**config.mk**
```make
export PLATFORM = sky130hd
export DESIGN_NAME = rr_arb4_sel
export DESIGN_NICKNAME = d
export VERILOG_FILES = /design/src/rtl/rr_arb4_sel.sv
export SDC_FILE = /design/constraint.sdc
export NUM_CORES = 1
export LEC_CHECK = 0
export BUFFER_PORTS_ARGS = -buffer_cell sky130_fd_sc_hd__buf_2
export CAP_MARGIN = 40
export CORE_UTILIZATION = 52
export DETAILED_ROUTE_END_ITERATION = 6
export GPL_TIMING_DRIVEN = 0
export PLACE_DENSITY = 0.84
export SLEW_MARGIN = 5
export SYNTH_ARGS = -nofsm -noshare
export SYNTH_HDL_FRONTEND = slang
export SYNTH_SLANG_ARGS = --single-unit
export TNS_END_PERCENT = 10
```
**constraint.sdc**
```tcl
create_clock -name clk_i -period 2.4 [get_ports clk_i]
set_clock_uncertainty 0.2 [all_clocks]
set_input_delay 0.48 -clock clk_i [delete_from_list [all_inputs] [get_ports clk_i]]
set_output_delay 0.48 -clock clk_i [all_outputs]
set_load 0.005 [all_outputs]
```
**src/rtl/rr_arb4_sel.sv**
```systemverilog
// -----------------------------------------------------------------------------
// rr_arb4_sel
//
// Four-requester round-robin arbiter producing the 2-bit select for a
// downstream 4:1 mux. One owner at a time; the grant is held until the owner
// signals done_i or drops its request. On release the next requester in
// rotation order takes over at the same edge, so there is no idle cycle
// between owners.
//
// Optional watchdog: define RR_ARB4_TIMEOUT_EN to revoke a grant that has been
// held for TIMEOUT_CYCLES cycles. Without the macro, timeout_o is tied to 0
// and a grant lasts until release.
//
// Parameters
//   TIMEOUT_CYCLES  maximum cycles a grant may be held (>= 1), watchdog only
//
// Ports
//   clk_i      in   1  clock, rising edge
//   rst_ni     in   1  asynchronous active-low reset
//   req_i      in   4  per-source request, bit n = mux input n
//   done_i     in   1  current owner's transfer is complete
//   gnt_o      out  4  one-hot grant, zero when idle
//   sel_o      out  2  binary index of owner (holds its value while idle)
//   busy_o     out  1  a grant is active
//   timeout_o  out  1  one-cycle pulse after a forced revoke
// -----------------------------------------------------------------------------
module rr_arb4_sel #(
    parameter int TIMEOUT_CYCLES = 16
) (
    input  logic       clk_i,
    input  logic       rst_ni,
    input  logic [3:0] req_i,
    input  logic       done_i,
    output logic [3:0] gnt_o,
    output logic [1:0] sel_o,
    output logic       busy_o,
    output logic       timeout_o
);

    typedef enum logic {
        S_IDLE,
        S_GRANT
    } state_t;

    state_t     state_q, state_d;
    logic [3:0] gnt_q,   gnt_d;
    logic [1:0] sel_q,   sel_d;
    logic       busy_q,  busy_d;
    logic [1:0] ptr_q,   ptr_d;

    logic [2:0] pick;       // {found, index}
    logic       rel;        // owner released the grant this cycle
    logic       expire;     // watchdog forces a revoke this cycle
    logic [3:0] arb_req;    // requests taking part in this arbitration

    // Round-robin search starting just above 'last' and wrapping, so that
    // 'last' itself is considered only after the other three sources.
    function automatic logic [2:0] rr_pick(input logic [3:0] req,
                                           input logic [1:0] last);
        logic [2:0] res;
        logic [1:0] idx;
        res = 3'b000;
        // Walk from lowest to highest priority; the last hit wins.
        for (int i = 4; i >= 1; i--) begin
            idx = last + 2'(i);
            if (req[idx]) begin
                res = {1'b1, idx};
            end
        end
        return res;
    endfunction

`ifdef RR_ARB4_TIMEOUT_EN
    localparam int CNT_W = (TIMEOUT_CYCLES > 1) ? $clog2(TIMEOUT_CYCLES) : 1;
    localparam logic [CNT_W-1:0] CNT_LIMIT = CNT_W'(TIMEOUT_CYCLES - 1);

    logic [CNT_W-1:0] cnt_q, cnt_d;
    logic             timeout_q, timeout_d;
`else
    localparam int unused_timeout_cycles = TIMEOUT_CYCLES;
`endif

    always_comb begin
        state_d = state_q;
        gnt_d   = gnt_q;
        sel_d   = sel_q;
        busy_d  = busy_q;
        ptr_d   = ptr_q;
        pick    = 3'b000;
        rel     = 1'b0;
        expire  = 1'b0;
        arb_req = req_i;
`ifdef RR_ARB4_TIMEOUT_EN
        cnt_d     = cnt_q;
        timeout_d = 1'b0;
`endif

        case (state_q)
            S_IDLE: begin
                // done_i has no meaning without an owner.
                pick = rr_pick(req_i, ptr_q);
                if (pick[2]) begin
                    state_d = S_GRANT;
                    gnt_d   = 4'b0001 << pick[1:0];
                    sel_d   = pick[1:0];
                    busy_d  = 1'b1;
`ifdef RR_ARB4_TIMEOUT_EN
                    cnt_d   = '0;
`endif
                end
            end

            S_GRANT: begin
                rel = done_i | ~req_i[sel_q];
`ifdef RR_ARB4_TIMEOUT_EN
                expire = ~rel && (cnt_q == CNT_LIMIT);
`endif
                if (rel || expire) begin
                    ptr_d = sel_q;
                    // A revoked owner may not win its own hand-over.
                    if (expire) begin
                        arb_req = req_i & ~(4'b0001 << sel_q);
                    end
                    pick = rr_pick(arb_req, sel_q);
                    if (pick[2]) begin
                        gnt_d  = 4'b0001 << pick[1:0];
                        sel_d  = pick[1:0];
                        busy_d = 1'b1;
                    end else begin
                        state_d = S_IDLE;
                        gnt_d   = 4'b0000;
                        busy_d  = 1'b0;
                    end
`ifdef RR_ARB4_TIMEOUT_EN
                    cnt_d     = '0;
                    timeout_d = expire;
`endif
                end else begin
`ifdef RR_ARB4_TIMEOUT_EN
                    cnt_d = cnt_q + 1'b1;
`endif
                end
            end

            default: begin
                state_d = S_IDLE;
                gnt_d   = 4'b0000;
                busy_d  = 1'b0;
            end
        endcase
    end

    always_ff @(posedge clk_i or negedge rst_ni) begin
        if (!rst_ni) begin
            state_q <= S_IDLE;
            gnt_q   <= 4'b0000;
            sel_q   <= 2'd0;
            busy_q  <= 1'b0;
            ptr_q   <= 2'd3;   // makes source 0 the first winner after reset
`ifdef RR_ARB4_TIMEOUT_EN
            cnt_q     <= '0;
            timeout_q <= 1'b0;
`endif
        end else begin
            state_q <= state_d;
            gnt_q   <= gnt_d;
            sel_q   <= sel_d;
            busy_q  <= busy_d;
            ptr_q   <= ptr_d;
`ifdef RR_ARB4_TIMEOUT_EN
            cnt_q     <= cnt_d;
            timeout_q <= timeout_d;
`endif
        end
    end

    assign gnt_o  = gnt_q;
    assign sel_o  = sel_q;
    assign busy_o = busy_q;
`ifdef RR_ARB4_TIMEOUT_EN
    assign timeout_o = timeout_q;
`else
    assign timeout_o = 1'b0;
`endif

endmodule

```
Word-level counts from Yosys, hierarchy flattened --
Index checks and enable logic that the tools add are counted.
Cells by class: add/sub/neg operators 6, magnitude comparators 8, equal/unequal tests 3, shifts and indexed selects 2, multiplexer cells 42, bitwise operators 3, reductions and logical operators 3
Operators by type and width (number):
- two-way mux 3 bit | 11
- less-than comparator 2 x 3 -> 1 bit (second input constant) | 8
- binary-select mux 1 bit (select 2 bit) | 8
- two-way mux 1 bit | 13
- two-way mux 4 bit | 3
- adder 2 bit (second input constant) | 4
- one-hot mux 4 bit (2 select lines) | 1
- << shifter 1 x 2 -> 4 bit (first input constant) | 2
- two-way mux 2 bit | 3
- inequality test 2 x 1 -> 1 bit (second input constant) | 3
- adder 2 x 1 -> 2 bit (second input constant) | 2
- one-hot mux 1 bit (2 select lines) | 2
- one-hot mux 2 bit (2 select lines) | 1
- AND reduction 2 bit | 2
- AND reduction 3 bit | 1
- NOT 1 bit | 2
- bitwise OR 1 bit | 1
Word-level totals: register bits 10, input bits 7, logic and storage cells 72

Longest topological paths before layout --
Gate-level depths: netlist (run 1).
word-level depth 12, gate-level depth with buffers 6, mapped depth without buffers 5

Least setup slack after synthesis (run 1) --
Ideal clock, no wire load.
path type input-to-reg, start point input req_i[1], end point register gnt_q[2] (netlist: gnt_o[2]), setup time 124 ps, arrival time 1700 ps, required time 2076 ps, setup slack 376 ps, stages on the path 6, buffers on the path 1, cells stage by stage buf_4 mux4_2 nand2b_4 mux2_4 inv_1 o31a_1
Between the ends: cells in the longest elaborated chain, start to end 12, elaborated cells on any way between the ends 38
RTL lines:
- from (decl) | line 32 | input logic [3:0] req_i,
- binary-select mux 1 bit (select 2 bit) | line 66, 114
- two-way mux 1 bit (not written as such) | line 66, 114
- two-way mux 3 bit (4 in series) | line 66 | if (req[idx]) begin
- two-way mux 3 bit | line 118 | if (rel || expire) begin
- two-way mux 3 bit | line 98 | case (state_q)
- << shifter 1 x 2 -> 4 bit | line 126 | gnt_d = 4'b0001 << pick[1:0];
- two-way mux 4 bit | line 125 | if (pick[2]) begin
- two-way mux 4 bit | line 118
- one-hot mux 4 bit (2 select lines) | line 98
- to (signal assigned) | line 166 | gnt_q <= gnt_d;
- to (decl) | line 46 | logic [3:0] gnt_q, gnt_d;
Parallel ways exist; a longest one is shown, timed or not. The select of a mux whose other input is x is not followed. A chain may end at the register's enable or synchronous reset.

Worst setup path after layout (run 1) --
start point register sel_q[0] (netlist: sel_o[0]), end point register gnt_q[2] (netlist: gnt_o[2])
Between the ends: cells in the longest elaborated chain, start to end 12, elaborated cells on any way between the ends 25
RTL lines:
- from (decl) | line 47 | logic [1:0] sel_q, sel_d;
- from (signal assigned) | line 167 | sel_q <= sel_d;
- adder 2 bit / binary-select mux 1 bit (select 2 bit) (equally long branches) | line 65, 66, 114
- binary-select mux 1 bit (select 2 bit) / two-way mux 1 bit (equally long branches) | line 66, 114
- two-way mux 1 bit (not written as such) / two-way mux 3 bit (equally long branches) | line 66
- two-way mux 3 bit (3 in series) | line 66
- two-way mux 3 bit | line 118
- two-way mux 3 bit | line 98
- << shifter 1 x 2 -> 4 bit | line 126
- two-way mux 4 bit | line 125
- two-way mux 4 bit | line 118
- one-hot mux 4 bit (2 select lines) | line 98
Parallel ways exist; a longest one is shown, timed or not. The select of a mux whose other input is x is not followed.

==> results of run 1 <==
[synth_stat cells, drive strengths merged]
cell,count,share of area (%)
a21oi,6,4.1
a22oi,2,2.0
a311oi,1,1.2
a31o,1,1.2
a31oi,1,0.85
a32oi,1,1.2
and2,1,1.0
and2b,1,1.2
buf,5,5.8
conb,1,0.51
dfrtp,8,27
dfstp,2,7.1
inv,6,3.1
mux2,2,3.6
mux2i,2,2.7
mux4,1,3.1
nand2,6,3.1
nand2b,5,5.3
nand3,2,1.4
nand4,1,0.85
nor2,6,3.1
nor2b,2,1.7
nor3,1,0.68
nor3b,1,1.0
nor4,2,3.7
o21ai,8,5.4
o221ai,1,1.2
o22a,1,1.4
o22ai,1,0.85
o31a,1,1.2
o31ai,1,1.0
or2,3,2.5
[sequential cells by signal, indices dropped and copies added (netlist names)]
name	flops
ptr_q	2
sel_o	2
gnt_o	4
busy_o	1
state_q	1
[final cells by class]
class                   instances  area [sq um]  area share (%)
multi-input cells              62           419            48.9
inverters                       6          22.5            2.63
clock buffers                   4          36.3            4.23
flip-flops and latches         10           253            29.5
well taps                      15          18.8            2.19
plain buffers                   5          42.5            4.96
repair buffers                 12          65.1            7.59
[metal layers]
| metal | wire length [um] | global-route usage, % | vias up |
|---|---|---|---|
| met5 | 0 | 0 | - |
| met4 | 42 | 16.4 | 0 |
| met3 | 66 | 1.70 | 5 |
| met2 | 654 | 35.7 | 24 |
| met1 | 743 | 26.1 | 297 |
| li1 | - | - | 328 |
[worst max-delay path by stage]
stage | slack (ps) | endpoint | depth (start not counted)
CTS | 360 | gnt_o[2] | 5
detailed placement | 260 | gnt_o[2] | 6
floorplan | 380 | gnt_o[2] | 6
global route | 290 | gnt_o[2] | 5
global placement | 300 | gnt_o[2] | 6
finish | 370 | gnt_o[2] | 5
[critical path, stage by stage (launching register included)]
cell	delay, ps
dfrtp_1	500
mux4_2	570
nand2b_4	130
mux2_4	200
inv_1	40
o31a_1	280
[where the power goes]
group	total [mW]	internal, mW	switching, mW
sequential	0.306	0.250	0.0560
combinational	0.429	0.208	0.221
clock	0.151	0.0921	0.0586
[logic make-up (layout without fill, tap and decap cells)]
kind of cell / Yosys count / in the layout / share of synthesized area [%]
buffers and inverters: 11 / 27 / 8.83
multiplexers: 5 / 5 / 9.34
AND/OR/NAND/NOR: 31 / 31 / 25.5
AO/OA/AOI/OAI: 25 / 25 / 21.6
flip-flops: 10 / 10 / 34.3
other: 1 / 1 / 0.509
==> flow_metrics.tcl, run 1 <==
set metrics [dict create \
    syn_to_final_growth_pct 16.3 \
    cts.sinks 10 \
    final_common_cell "buf_2" \
    overflow 0 \
    io-pin-count 15 \
    postCtsResizedCells 0 \
    worst_pin_slew_ps 631 \
    hold_path_end "gnt_o[0]" \
    hold_buffers 1 \
    drt-total-wl_mm 1.51 \
    h-tree-depth 1 \
    clk_latency_ps 270 \
    fin_area_sq_um 857 \
    drc_errors 0 \
    die_y_um 39.6 \
    drtIter0Drc 22 \
    drt_pass1_iterations 5 \
    die_x_um 39.6 \
    io_buffers 11 \
    reg2reg_slack_ps 370 \
    synthesis.area_sq_um 737 \
    fin_crit_ps 2030 \
    rsz0062_at_grt "no" \
    critPathLaunchType "flop" \
    required_ps 2360 \
    fin_nets 107 \
    post-dp-hpwl_mm 1.08 \
    setup_viol 0 \
    grt_pass1_vias 535 \
    hold_path_class "reg -> reg" \
    r2r-start "sel_o[0]" \
    grt_pass1_wl_mm 2.22 \
    arrival_ps 1990 \
    p_leak_nw 0.383 \
    fin_util_pct 65.1 \
    drive_gt1_share_pct 33.3 \
    cts_setup_buffers 0 \
    ctsLongestPathBuffers 2 \
    min_path_cells 1 \
    seq_area_frac_synth_pct 34.3 \
    core-area_sq_mm 0.00132 \
    grt_antenna_before_repair 0 \
    grt_max_degree 11 \
    final_cells 114 \
    initial_core_util_pct 55.9 \
    yosys_warnings 0 \
    clk_pin_slew_ps 70 \
    numCtsBuffers 3 \
    total_power_mw 0.885 \
    drv_cap 0 \
    crit_type "reg -> reg" \
    ant_nets 0 \
    period_share_pct 84.6 \
    run_status "complete, no violations" \
    gp_congestion 0.852 \
    cts_tree "done" \
    ir_drop_mv 0.458 \
    r2r_cells 5 \
    row_count 13 \
    hold_slack_ps 316 \
    ys_ff_latch 10 \
    ys_types 38 \
    syn_avg_cell_area_sq_um 8.88 \
    max_freq_ghz 0.492 \
    vias 654 \
    root_buffer "clkbuf_4" \
    drt-vias-per-instance 5.74 \
    power_density_mw_per_mm2 1030 \
    post-place-ws_ps 265 \
    setup.worst_path.start "sel_o[0]" \
    grt_usage_pct 21.8 \
    slew_headroom_pct 57.7 \
    hold_viol 0 \
    layout_common_cells "buf_2, o21ai_0, dfrtp_1" \
    dieArea_sq_mm 0.00157 \
    finalSetupTns_ps 0 \
    diodes 0 \
    r2r-end "gnt_o[2]" \
    dp_cells 109 \
    fin_ws_ps 369 \
    slew_violations 0 \
    fill_cells 120 \
    cp_max_fo 8 \
    synth_nets 90 \
    end_kind "flop" \
    placed_cell_area_sq_um 811 \
    wl_per_cell_um 13.2 \
    hold_path.startpoint "gnt_o[0]" \
    synthCells 83 \
]
Power figures use the tool's default switching activity.
==> run 2, diff against run 1 <==
Settings changed: ABC_AREA set to 1, CORE_UTILIZATION 52 to 50, PLACE_DENSITY 0.84 to 0.83.
Clock period 2.4 ns to 1.8 ns, I/O delays scaled along.
==> run 2 against run 1 <==
Against the previous run:
- the flow now finishes with violations (negative setup slack)
- cell count grew 80%
- die area grew 31%
- routed wire length grew 45%
==> flow_metrics.tcl, run 2 <==
set metrics [dict create \
    grt_antenna_before_repair 0 \
    io-pin-count 15 \
    synth_top_area_share_pct 32.4 \
    yosysTopAreaCell "nand2_1" \
    rsz0062_at_grt "yes" \
    cts.sinks 10 \
    die_y_um 45.3 \
    io_buffers 13 \
    wl_met2_mm 1.07 \
    grt_max_degree 11 \
    fin_crit_ps 1840 \
    top_layer_used "met4" \
    ys_types 21 \
    diodes 0 \
    row_count 15 \
    cts_tree "done" \
    period_share_pct 102 \
    fin_util_pct 66.0 \
    arrival_ps 1800 \
    final_common_cell "nand2_1" \
    hold_path_class "in -> reg" \
    wl_per_cell_um 10.7 \
    fin_ws_ps -41.7 \
    synth-edff-count 0 \
    ctsLongestPathBuffers 2 \
    ir_drop_mv 1.12 \
    numCtsBuffers 3 \
    crit_type "reg -> reg" \
    run_status "finished, violations left" \
    p_leak_nw 0.673 \
    required_ps 1760 \
    wl_met3_um 110 \
    drtIter0Drc 42 \
    seq_area_frac_synth_pct 27.0 \
    h-tree-depth 1 \
    root_buffer "clkbuf_4" \
    ant_nets 0 \
    finalSetupTns_ps -72.0 \
    drive_gt1_share_pct 39.4 \
    clk_latency_ps 270 \
    synth_ff_type "dfrtp_1" \
    grt_pass1_wl_mm 3.62 \
    critPathLaunchType "flop" \
    syn_to_final_growth_pct 23.0 \
    cp_max_fo 8 \
    layout_common_cells "nand2_1, nand2_2, buf_2" \
    dieArea_sq_mm 0.00205 \
    drv_cap 0 \
    failed_checks "negative setup slack" \
    drt-met1-wl_um 974 \
    drt-total-wl_mm 2.19 \
    gp_congestion 0.877 \
    yosysMostFrequentCell "nand2_1" \
    largest_reg_flops 4 \
    overflow 0 \
    end_kind "flop" \
    synth_common_cells "nand2_1, nand2_2, inv_1" \
    slew_violations 0 \
    max_freq_ghz 0.543 \
    synthesis.area_sq_um 937 \
    post-dp-hpwl_mm 1.60 \
    grt_pass1_vias 896 \
    yosys_warnings 0 \
    dp_cells 199 \
    setup_viol 3 \
    ys_ff_latch 10 \
    syn_avg_cell_area_sq_um 5.82 \
    synthCells 161 \
    clk_pin_slew_ps 70 \
    synth_nets 168 \
    drc_errors 0 \
    drt-vias-per-instance 5.01 \
    fin_nets 188 \
    synth_area_leaders "nand2_1, dfrtp_1, nand2_2" \
    hold_viol 0 \
    vias 1027 \
    synthArstFlopShare_pct 100 \
    hold_slack_ps 261 \
    drt_pass1_iterations 4 \
    power_density_mw_per_mm2 2090 \
    die_x_um 45.3 \
    final_cells 205 \
    initial_core_util_pct 53.7 \
    grt_usage_pct 24.2 \
    core-area_sq_mm 0.00175 \
    post-place-ws_ps -59.7 \
]
run 2: cell count changes in the layout (fill, tap and decap cells not counted), sizes merged, moves of 3 or more:
cell	previous run	this run
or2	3	0
nand3	2	10
inv	6	21
nand2b	5	0
a21oi	6	3
nand2	6	95
run 2: path summary, 6_finish.rpt:
check	from	endpoint	slack [ps]	depth (start not counted)
min in group asynchronous	rst_ni	busy_o	280	2
setup reg to reg	ptr_q[0]	gnt_o[2]	-40	14
hold / removal	done_i	busy_o	260	5
hold reg to reg	busy_o	busy_o	270	2
max in group asynchronous	rst_ni	ptr_q[1]	850	2
setup / recovery	ptr_q[0]	gnt_o[2]	-40	14
run 2: metrics by stage:
stage / power, mW / cell area, sq um
finish: 2.41 / 1150
global route: 2.66 / 1150
CTS: 2.30 / 1120
detailed placement: 2.00 / 1030
global placement: 1.94 / 1030
floorplan: 1.69 / 937
run 2: cell type report:
cell class	count	area [sq um]
inverter	22	97.6
timing repair buffer	15	82.6
sequential	10	253
clock buffer	4	26.3
fill	173	593
buffer	3	33.8
tap	25	31.3
multi-input combinational	126	628
run 2: layer usage:
layer,GRT usage [%],vias to the layer above
met1,30.5,469
met2,41.4,29
li1,-,525
met5,0,-
met4,4.85,0
met3,6.40,4
run 2: what timing repair did:
action,4_1_cts,5_1_grt
hold buffers,1,0
endpoints found under the hold margin,10,0
gates cloned,0,0
gates resized for setup,15,9
pin swaps,10,4
endpoints found under the setup margin,4,7
buffers inserted,1,0
run 2: kinds of logic after synthesis:
logic type,share of synthesized area (%)
AOI/OAI and AO/OA,6.41
buffers and inverters,13.6
DFF,27.0
other,0.400
and+or+nand+nor,52.6
run 2: power by group:
group	switching [mW]	internal, mW
clock network	0.0769	0.0857
logic	1.17	0.653
registers	0.0800	0.341
total	1.33	1.08
run 2: worst max-delay path: stages (launching register included):
cell and delay, ps:
dfstp_2 530, buf_8 130, inv_8 50, nand2_2 70, nand3_2 80, nand2_1 80, inv_1 50, nand2_2 80
nand3_2 100, nand2_4 110, inv_2 40, nand2_1 60, nand2_1 50, nand2_1 50, nand2_1 50
